### src/rtl/tpu_pkg.sv
// Shared types and sizes for the tpumac systolic front-end.
package tpu_pkg;

   localparam int unsigned BITS_AB = 8;
   localparam int unsigned DIM     = 8;
   localparam int unsigned CNT_W   = 5;

   typedef logic signed [BITS_AB-1:0] op_t;
   typedef op_t vec_t [DIM];

   typedef enum logic [1:0] {
      IDLE,
      STREAM,
      FLUSH
   } feeder_state_t;

endpackage

### src/rtl/systolic_skew_feeder_lane.sv
// One diagonal lane: a DEPTH-stage delay chain carrying data plus a valid bit.
module skew_lane #(
   parameter int unsigned DEPTH = 1,
   parameter int unsigned BITS  = 8
) (
   input  logic            clk,
   input  logic            rst,
   input  logic            en,
   input  logic [BITS-1:0] in_data,
   input  logic            in_valid,
   output logic [BITS-1:0] out_data,
   output logic            out_valid
);

   logic [DEPTH-1:0][BITS-1:0] data_q, data_d;
   logic [DEPTH-1:0]           vld_q, vld_d;

   always_comb begin
      data_d = data_q;
      vld_d  = vld_q;
      if (en) begin
         data_d[0] = in_data;
         vld_d[0]  = in_valid;
         for (int i = 1; i < int'(DEPTH); i++) begin
            data_d[i] = data_q[i-1];
            vld_d[i]  = vld_q[i-1];
         end
      end
   end

   always_ff @(posedge clk or posedge rst) begin
      if (rst) begin
         data_q <= '0;
         vld_q  <= '0;
      end else begin
         data_q <= data_d;
         vld_q  <= vld_d;
      end
   end

   assign out_data  = data_q[DEPTH-1];
   assign out_valid = vld_q[DEPTH-1];

endmodule

### src/rtl/systolic_skew_feeder.sv
// Diagonally skews DIM-wide operand vectors into the systolic array edge and
// flushes zero bubbles after the last vector of a tile before pulsing done.
module systolic_skew_feeder #(
   parameter int unsigned BITS_AB = tpu_pkg::BITS_AB,
   parameter int unsigned DIM     = tpu_pkg::DIM
) (
   input  logic                   clk,
   input  logic                   rst,
   input  logic                   en,
   input  logic                   in_valid,
   input  logic                   in_last,
   input  logic [DIM*BITS_AB-1:0] in_vec,
   output logic                   in_ready,
   output logic [DIM*BITS_AB-1:0] skew_out,
   output logic [DIM-1:0]         skew_valid,
   output logic                   busy,
   output logic                   done
);

   import tpu_pkg::*;

   feeder_state_t    state_q, state_d;
   logic [CNT_W-1:0] cnt_q, cnt_d;
   logic             done_q, done_d;
   logic             busy_q, busy_d;
   logic             accept;
   logic [DIM*BITS_AB-1:0] head_data;

   // done_q blocks acceptance for the IDLE cycle right after a tile completes
   assign in_ready = en & ~rst & ~done_q & ((state_q == IDLE) | (state_q == STREAM));
   assign accept   = in_valid & in_ready;

   always_comb begin
      head_data = '0;
      if (accept) head_data = in_vec;
   end

   always_comb begin
      state_d = state_q;
      cnt_d   = cnt_q;
      done_d  = 1'b0;
      if (en) begin
         case (state_q)
            IDLE, STREAM: begin
               if (accept) begin
                  if (in_last) begin
                     state_d = FLUSH;
                     cnt_d   = CNT_W'(DIM);
                  end else begin
                     state_d = STREAM;
                  end
               end
            end
            FLUSH: begin
               cnt_d = cnt_q - CNT_W'(1);
               if (cnt_q == CNT_W'(1)) begin
                  done_d  = 1'b1;
                  state_d = IDLE;
               end
            end
            default: state_d = IDLE;
         endcase
      end
      busy_d = (state_d != IDLE);
   end

   always_ff @(posedge clk or posedge rst) begin
      if (rst) begin
         state_q <= IDLE;
         cnt_q   <= '0;
         done_q  <= 1'b0;
         busy_q  <= 1'b0;
      end else begin
         state_q <= state_d;
         cnt_q   <= cnt_d;
         done_q  <= done_d;
         busy_q  <= busy_d;
      end
   end

   assign done = done_q;
   assign busy = busy_q;

   // lane i has i+1 stages so it trails lane i-1 by one cycle
   for (genvar i = 0; i < int'(DIM); i++) begin : g_lane
      skew_lane #(
         .DEPTH(i + 1),
         .BITS (BITS_AB)
      ) u_lane (
         .clk      (clk),
         .rst      (rst),
         .en       (en),
         .in_data  (head_data[i*BITS_AB +: BITS_AB]),
         .in_valid (accept),
         .out_data (skew_out[i*BITS_AB +: BITS_AB]),
         .out_valid(skew_valid[i])
      );
   end

endmodule

### config.mk
export PLATFORM = sky130hd
export DESIGN_NAME = systolic_skew_feeder
export DESIGN_NICKNAME = d
export VERILOG_FILES = /design/src/rtl/tpu_pkg.sv /design/src/rtl/systolic_skew_feeder_lane.sv /design/src/rtl/systolic_skew_feeder.sv
export SDC_FILE = /design/constraint.sdc
export NUM_CORES = 1
export LEC_CHECK = 0
export ABC_CLOCK_PERIOD_IN_PS = 27800
export BUFFER_PORTS_ARGS = -buffer_cell sky130_fd_sc_hd__buf_2
export CORE_AREA = 2 2 171 173
export DETAILED_ROUTE_END_ITERATION = 7
export DIE_AREA = 0 0 173 175
export GPL_TIMING_DRIVEN = 1
export PLACE_DENSITY = 0.69
export SYNTH_ARGS = -nofsm -noshare
export SYNTH_HDL_FRONTEND = slang
export SYNTH_SLANG_ARGS = --single-unit
### constraint.sdc
create_clock -name clk -period 27.8 [get_ports clk]
set_input_delay 2.78 -clock clk [delete_from_list [all_inputs] [get_ports clk]]
set_output_delay 2.78 -clock clk [all_outputs]
set_load 0.01 [all_outputs]
==> results of run 1 <==
[registers in the layout (all words and copies together), names as in the netlist]
| signal | count |
|---|---|
| cnt_q | 5 |
| state_q | 2 |
| busy | 1 |
| g_lane.u_lane.vld_q | 8 |
| g_lane.u_lane.out_data | 64 |
| g_lane.u_lane.data_q | 224 |
| done | 1 |
[worst paths after layout]
| check | start | slack (ns) | end |
|---|---|---|---|
| max | en | 21.18 | in_ready |
| min | g_lane[4].u_lane.data_q[20]$_DFFE_PP0P_ | 0.49 | g_lane[4].u_lane.data_q[28]$_DFFE_PP0P_ |
| max reg2reg | state_q[1]$_DFF_PP0_ | 25.81 | g_lane[7].u_lane.data_q[4]$_DFFE_PP0P_ |
| min reg2reg | g_lane[4].u_lane.data_q[20]$_DFFE_PP0P_ | 0.49 | g_lane[4].u_lane.data_q[28]$_DFFE_PP0P_ |
| max in group asynchronous | rst | 23.20 | g_lane[4].u_lane.data_q[12]$_DFFE_PP0P_ |
| min in group asynchronous | rst | 2.36 | g_lane[1].u_lane.out_data[1]$_DFFE_PP0P_ |
[per-stage QoR]
step | total power, µW | utilization [%] | cell area [µm²]
6_report | 1124 | 47.81 | 13570
3_5_place_dp | 667.9 | 43.62 | 12380
5_1_grt | 1183 | 47.80 | 13570
3_3_place_gp | 661.9 | 43.62 | 12380
2_1_floorplan | 643.3 | - | 11840
4_1_cts | 1145 | 47.80 | 13570
[layer usage]
layer  routed length (µm)  vias up  share of wire, %  global-route usage, %
met4                  460        4               2.3                  4.590
met2                 9246      156                46                  21.52
met1                 8716     3135                44                  18.18
met3                 1448       41               7.3                  4.373
met5                   27        -              0.14                      0
li1                     -     2776                 -                      -
[critical path: cells and delay by family]
| family | cells | cell delay, ns |
|---|---|---|
| buffers and inverters | 2 | 0.70 |
| and+or+nand+nor | 1 | 0.35 |
[kinds of logic (layout without fill, tap and decap cells)]
logic type / count (synthesis) / count (layout) / synth area share (%)
fa+ha+maj: 2 / 2 / 0.2113
other cells: 0 / 1 / 0
buf+inv: 112 / 216 / 6.244
mux: 233 / 233 / 22.18
simple gates: 18 / 18 / 1.205
flops: 305 / 305 / 64.45
compound gates: 78 / 78 / 5.716
[layout by cell type, fill, tap and decap left out, drive strengths merged]
cell type  Yosys  routed
o22ai          1       1
or3b           1       1
dfrtp        305     305
inv            6       8
nand3          1       1
nor4bb         2       2
o221a          1       1
and3           1       1
a21o           1       1
nand2          1       1
and2           2       2
bufinv         0       6
a22o          66      66
o211ai         1       1
nor3b          1       1
nor2           2       2
ha             2       2
clkbuf         5      43
a22oi          1       1
buf          101     149
o21ba          1       1
nand2b         1       1
o31a           1       1
mux2i          1       1
clkinv         0      10
nor4b          2       2
a31oi          1       1
mux2         232     232
nor2b          2       2
o21ai          3       3
nor3           2       2
a32o           1       1
diode          0       1
[cell type report]
cell class / count / share of cell area [%]
Sequential cell: 305 / 56.23
Multi-Input combinational cell: 331 / 25.57
Clock buffer: 43 / 6.812
Timing Repair Buffer: 149 / 5.678
Tap cell: 384 / 3.539
Clock inverter: 18 / 1.936
Inverter: 6 / 0.2212
Antenna cell: 1 / 0.01843
[power by group through the flow]
stage | logic (µW) | registers [µW] | clock network [µW]
3_5_place_dp | 126 | 542 | 0
6_report | 123 | 533 | 468
4_1_cts | 127 | 534 | 484
3_3_place_gp | 123 | 539 | 0
5_1_grt | 138 | 542 | 503
2_1_floorplan | 112 | 531 | 0
==> run metrics, run 1 <==
Cells after DPL=1175; sequential power share=47.4%; Max-slew headroom=33.50%; RePlAce Congestion=0.6766; Detail Route Antenna Nets=0; Pwr Density=82.84 nW/µm²; layout cells sized above 1=52.23%; area of the multi-input gates=3471 µm²; Worst R2R Path Depth=3; TritonCTS clock tree=done; clock network power share=41.6%; clk root buf=clkbuf_16; Post-Route WL=19900 µm; Setup crit end kind=output pin; post-CTS setup buffer count=0; Core ar.=28390 µm²; Inserted Clock Buffers=34; post-DR wirelength/cell=16.09 µm; Startpoint Class=input pin; synthesized flop and latch total=305; GRT Util Overall=13.73%; Synth-to-Final Area Change=14.62%; Synth Flop Type=dfrtp_1; Slowest cell on crit path=buf_8; Hold WC Path Type=flop to flop; CP max stage delay=0.52 ns; Die Ht=175 µm; final hold violations=0; H-tree depth=2; drt first-iter violations=235; drt drc=0; status=completed; Lkg Pwr=0.006984 µW; Die Footprint=30280 µm²; number of flops mapped to enable cells by yosys=0; ranking of synthesized cells by area=dfrtp_1 64%, mux2_2 22%, a22o_1 4.9%; largest net degree at the start of global routing=112; antenna violations before repair=3; hpwl dp=11660 µm; Post-Syn Nets=819; Peak VDD IR=0.00005624 V; Int Power=861.8 µW; vias in the first global route=6509; worst slack at placement=21.08 ns; syn avg cell area=15.83 µm²; drt first pass iters=4; Post-synth ARST share=100.0%; Final setup viols=0; Worst-Skew Late Latency=0.51 ns; skew final=0.01902 ns; Reg clk slew, reported paths=0.06 ns; vias per inst=4.941; maximum root-to-sink buffer count=3; vias=6112; NetSw=262.7 µW; setup TNS=0 ns; synth warn=0; initial core utilization=41.71%; max cap viols=0; CTS resizes=0; Syn Inst Count=748; Unique masters post-synth=37; crit path kind=input pin to output pin; CP arrival=3.84 ns; critical-path maximum fanout=111; Yosys top cell area share=64.45%; total grt overflow=0; hold path cells=1; Synth area leader=dfrtp_1; Comb power frac=11.0%; Net Sw Frac=23.36%; required time worst endpoint=25.02 ns; clock sink count=305; register area=7632 µm²; chip width=173 µm; register area share after synthesis=64.45%; count leader, synth=dfrtp_1; crit-path cells=buf_8, nor4b_4, buf_2; RSZ-0062 raised after global routing=false; Fillers=2483; fin. max-slew vios=0; Fmax=0.1511 GHz; crit share post-route=23.80%; hold slack=0.4946 ns; worst setup margin=21.18 ns; # port buffers=143; I/O pin total=144; CTS Hold Buffers Added=0; floorplan row count=62; Non-Filler Instances=1237; synthesized area=11840 µm²; post-route minimum period=6.617 ns; Synth top cells by count=305 x dfrtp_1, 231 x mux2_2, 66 x a22o_1, 65 x buf_4, 30 x buf_2; global-route wire length before repair=34040 µm; Slew @ Worst Pin=0.9975 ns; nets=898
No activity file was read; power rests on OpenSTA's default activity.
==> run 2, diff against run 1 <==
--- a/config.mk
+++ b/config.mk
@@ -5,7 +5,7 @@
 export SDC_FILE = /design/constraint.sdc
 export NUM_CORES = 1
 export LEC_CHECK = 0
-export ABC_CLOCK_PERIOD_IN_PS = 27800
+export ABC_CLOCK_PERIOD_IN_PS = 6700
 export BUFFER_PORTS_ARGS = -buffer_cell sky130_fd_sc_hd__buf_2
 export CORE_AREA = 2 2 171 173
 export DETAILED_ROUTE_END_ITERATION = 7
==> constraint.sdc (replaced) <==
create_clock -name clk -period 6.7 [get_ports clk]
set_input_delay 0.67 -clock clk [delete_from_list [all_inputs] [get_ports clk]]
set_output_delay 0.67 -clock clk [all_outputs]
set_load 0.01 [all_outputs]
==> run metrics, run 2 (synthesis gave the netlist of run 1 again) <==
Slew @ Worst Pin=1.006 ns; Reg clk slew, reported paths=0.06 ns; post-CTS setup buffer count=0; Peak VDD IR=0.0001920 V; H-tree depth=1; Startpoint Class=input pin; crit path kind=input pin to output pin; status=completed; Net Sw Frac=23.62%; hold slack=0.3274 ns; Worst setup endpoint=in_ready; required time worst endpoint=6.03 ns; Biggest register=g_lane.u_lane.data_q; I/O pin total=144; Core ar.=28390 µm²; Hold WC Path Type=input pin to flop; clock sink count=305; Worst-Skew Late Latency=0.55 ns; number of flip-flops in the largest register=224; leading cell type in the layout, fill and taps excluded=dfrtp_1; RSZ-0062 raised after global routing=false; initial core utilization=41.71%; Max-slew headroom=32.96%; CP Launch Point=en; drt first-iter violations=306; skew final=0.01326 ns; Detail Route Antenna Nets=0; maximum root-to-sink buffer count=3; # port buffers=143; crit share post-route=36.01%; hold path startpoint=in_vec[4]; floorplan row count=62; FF-to-FF End=g_lane[2].u_lane.data_q[3]$_DFFE_PP0P_; CTS Hold Buffers Added=0; fin. max-slew vios=0; final hold violations=0; Die Ht=175 µm; largest net degree at the start of global routing=159; sequential power share=49.7%; reg2reg start=state_q[1]$_DFF_PP0_; critical-path maximum fanout=122; CTS resizes=0; RePlAce Congestion=0.6836; post-route minimum period=2.413 ns; Final setup viols=0; vias in the first global route=6058; clk root buf=clkbuf_16; antenna violations before repair=2; Die Footprint=30280 µm²; Worst R2R Path Depth=3; Inserted Clock Buffers=31; global-route wire length before repair=31930 µm; Fmax=0.4144 GHz; nets=894; vias per inst=4.834; Pwr Density=330.6 nW/µm²; GRT Util Overall=12.68%; clock network power share=38.8%; max cap viols=0; commonest cells after routing, fill and taps aside=305 x dfrtp_1, 231 x mux2_2, 142 x buf_2; Post-Route WL=19050 µm; hpwl dp=11360 µm; layout cells sized above 1=51.83%; chip width=173 µm; Total Power=4445 µW; Comb power frac=11.5%; register-to-register setup slack=4.80 ns; drt first pass iters=4; Setup crit end kind=output pin; setup TNS=0 ns; post-DR wirelength/cell=15.46 µm; CP arrival=1.74 ns; vias=5956; Synth-to-Final Area Change=13.53%; Lkg Pwr=0.006907 µW; Int Power=3395 µW; TritonCTS clock tree=done; drt drc=0; total grt overflow=0; NetSw=1050 µW
run 2: changes by cell type in the layout (fill, tap and decap cells not counted), sizes merged:
cell      change
clkbuf        +3
diode         +2
buf           -1
bufinv        -4
clkinvlp      +2
clkinv        -6
inv           -1
run 2: cell type report:
type	count	area, µm²
clock buffers	46	932.1
flip-flops and latches	305	7632
diodes	3	7.507
well taps	384	480.5
clock inverters	9	107.6
repair buffers	148	788.3
inverters	6	26.28
multi-input cells	331	3471
fillers	2535	14950
run 2: worst min path at each step:
stage                                               end  slack, ns  cells after the start
5_1_grt        g_lane[0].u_lane.out_data[1]$_DFFE_PP0P_       0.31                      2
3_5_place_dp    g_lane[7].u_lane.data_q[28]$_DFFE_PP0P_       0.49                      1
4_1_cts        g_lane[0].u_lane.out_data[3]$_DFFE_PP0P_       0.29                      2
6_report       g_lane[0].u_lane.out_data[4]$_DFFE_PP0P_       0.33                      2
2_1_floorplan     g_lane[4].u_lane.vld_q[0]$_DFFE_PP0P_       0.47                      1
3_3_place_gp    g_lane[2].u_lane.data_q[10]$_DFFE_PP0P_       0.48                      1
run 2: per-layer routing:
metal / GRT usage (%) / vias to the layer above / wire length [µm]
met4: 3.496 / 0 / 445
li1: - / 2762 / -
met3: 3.895 / 37 / 1261
met5: 0 / - / 0
met1: 17.88 / 3026 / 9038
met2: 19.05 / 131 / 8304
run 2: critical path: stages:
cell and delay (ns):
buf_8 0.54, nor4b_4 0.34, buf_2 0.17
run 2: power groups by stage:
| stage | Sequential [µW] | Combinational [µW] | Clock [µW] |
|---|---|---|---|
| after floorplan | 2200 | 465 | 0 |
| after global placement | 2240 | 509 | 0 |
| after detailed placement | 2250 | 523 | 0 |
| after CTS | 2210 | 525 | 1780 |
| after global routing | 2250 | 565 | 1860 |
| final | 2210 | 511 | 1720 |
run 2: metrics by stage:
stage / cells / utilization (%) / instance area, µm² / worst slack (ns)
final: 1232 / 47.36 / 13450 / 4.287
after global placement: 1174 / 43.67 / 12400 / 3.960
after detailed placement: 1174 / 43.67 / 12400 / 3.929
after CTS: 1229 / 47.33 / 13440 / 4.184
after floorplan: 748 / - / 11850 / 1.973
after global routing: 1229 / 47.33 / 13440 / 4.113
==> run 3, diff against run 2 <==
--- a/config.mk
+++ b/config.mk
@@ -5,7 +5,7 @@
 export SDC_FILE = /design/constraint.sdc
 export NUM_CORES = 1
 export LEC_CHECK = 0
-export ABC_CLOCK_PERIOD_IN_PS = 6700
+export ABC_CLOCK_PERIOD_IN_PS = 2400
 export BUFFER_PORTS_ARGS = -buffer_cell sky130_fd_sc_hd__buf_2
 export CORE_AREA = 2 2 171 173
 export DETAILED_ROUTE_END_ITERATION = 7
==> constraint.sdc (replaced) <==
create_clock -name clk -period 2.4 [get_ports clk]
set_input_delay 0.24 -clock clk [delete_from_list [all_inputs] [get_ports clk]]
set_output_delay 0.24 -clock clk [all_outputs]
set_load 0.01 [all_outputs]
==> run metrics, run 3 (synthesis gave the netlist of run 1 again) <==
Buf/Inv on CP=2; status=completed; Die Footprint=30280 µm²; H-tree depth=1; clock sink count=305; drt first-iter violations=304; Total Power=12820 µW; crit share post-route=89.40%; register-to-register setup slack=0.25 ns; Non-Filler Instances=1308; FF-to-FF End=state_q[1]$_DFF_PP0_; required time worst endpoint=2.89 ns; critical-path maximum fanout=23; final hold violations=0; fin. max-slew vios=0; Placed Area=12500 µm²; clk root buf=clkbuf_16; crit path kind=flop to flop; antenna violations before repair=0; vias per inst=4.852; Slew @ Worst Pin=0.7213 ns; Max-slew headroom=51.84%; global-route wire length before repair=35290 µm; Inserted Clock Buffers=31; Biggest register=g_lane.u_lane.data_q; Worst R2R Path Depth=5; initial core utilization=41.71%; vias in the first global route=6743; Int Power=9802 µW; Detail Route Antenna Nets=0; Worst-Skew Late Latency=0.55 ns; leading cell type in the layout, fill and taps excluded=dfrtp_1; post-route minimum period=2.145 ns; sequential power share=48.2%; Cells after DPL=1182; hold path startpoint=in_valid; I/O pin total=144; CP arrival=2.64 ns; maximum root-to-sink buffer count=3; hold path cells=3; # port buffers=143; Fmax=0.4661 GHz; CTS resizes=0; Final setup viols=0; chip width=173 µm; Reg clk slew, reported paths=0.06 ns; Startpoint Class=flop; RSZ-0062 raised after global routing=false; worst setup margin=0.2545 ns; reg2reg start=state_q[1]$_DFF_PP0_; Comb power frac=12.1%; max cap viols=0; Peak VDD IR=0.0006110 V; post-DR wirelength/cell=15.90 µm; largest net degree at the start of global routing=119; RePlAce Congestion=0.7628; vias=6347; Net Sw Frac=23.51%; Synth-to-Final Area Change=20.58%; commonest cells after routing, fill and taps aside=305 x dfrtp_1, 231 x mux2_2, 142 x buf_2; Lkg Pwr=0.007271 µW; Pwr Density=897.4 nW/µm²; NetSw=3013 µW; TritonCTS clock tree=done; hpwl dp=12200 µm; Post-Route WL=20790 µm; clock network power share=39.7%; Die Ht=175 µm; CP Launch Point=state_q[1]$_DFF_PP0_; skew final=0.01106 ns; floorplan row count=62; largest delay contributor family on the critical path=buffers and inverters; nets=970; number of flip-flops in the largest register=224; Core ar.=28390 µm²; number of diodes=0; drt drc=0; GRT Util Overall=14.12%; crit-path cells=nor4b_4, and2_4, buf_4, a32o_1, dlygate4sd3_1; Hold WC Path Type=input pin to flop; Setup crit end kind=flop; post-CTS setup buffer count=0; Slowest cell on crit path=dlygate4sd3_1; layout cells sized above 1=48.70%; CP max stage delay=0.55 ns; worst slack at placement=0.6319 ns; worst hold endpoint=state_q[0]$_DFF_PP0_; final design area excluding fillers=14280 µm²; drt first pass iters=6; total grt overflow=0; Fillers=2455
==> run 3: tightest hold or removal path, cell delays in order <==
cell and delay, ns:
buf_2 0.11, nor4bb_1 0.17, a22o_1 0.23
==> run 3: how the worst max path moves through the flow <==
stage / endpoint / depth (start not counted)
global placement: g_lane[7].u_lane.data_q[2]$_DFFE_PP0P_ / 4
CTS: state_q[1]$_DFF_PP0_ / 5
detailed placement: g_lane[2].u_lane.data_q[5]$_DFFE_PP0P_ / 4
global route: state_q[1]$_DFF_PP0_ / 5
finish: state_q[1]$_DFF_PP0_ / 5
floorplan: busy$_DFF_PP0_ / 1
==> run 3: final cells by class <==
type	instances	area (µm²)	area share (%)
clock inverter	16	216.5	1.516
multi-input combinational	331	3471	24.31
tap	384	480.5	3.365
sequential	305	7632	53.45
inverter	6	26.28	0.1840
timing repair buffer	224	1567	10.97
clock buffer	42	887.1	6.212
==> run 3: metal layers <==
metal / track usage [%] / up-vias / share of wire (%)
met5: 0 / - / 0
met4: 4.732 / 0 / 3.0
met3: 3.612 / 54 / 5.6
met2: 22.58 / 144 / 46
met1: 18.84 / 3232 / 46
li1: - / 2917 / -
==> run 3: power groups by stage <==
stage                     sequential, µW  clock [µW]  combinational (µW)
after floorplan                     6150           0                1300
after global placement              6240           0                1450
after detailed placement            6270           0                1490
after CTS                           6180        5250                1590
after global routing                6280        5490                1710
final                               6170        5090                1560
==> run 3: what timing repair did <==
action	in CTS	in global routing
endpoints found under the hold margin	128	0
endpoints found under the setup margin	0	0
hold buffers	68	0
==> run 3: per-stage QoR <==
stage | utilization, % | TNS (ns) | hold slack (ns)
after floorplan | - | -578.58 | 0.3684
after global placement | 44.01 | 0 | 0.2443
after detailed placement | 44.01 | 0 | 0.2461
after CTS | 50.30 | 0 | 0.2021
after global routing | 50.30 | 0 | 0.2244
final | 50.30 | 0 | 0.2333
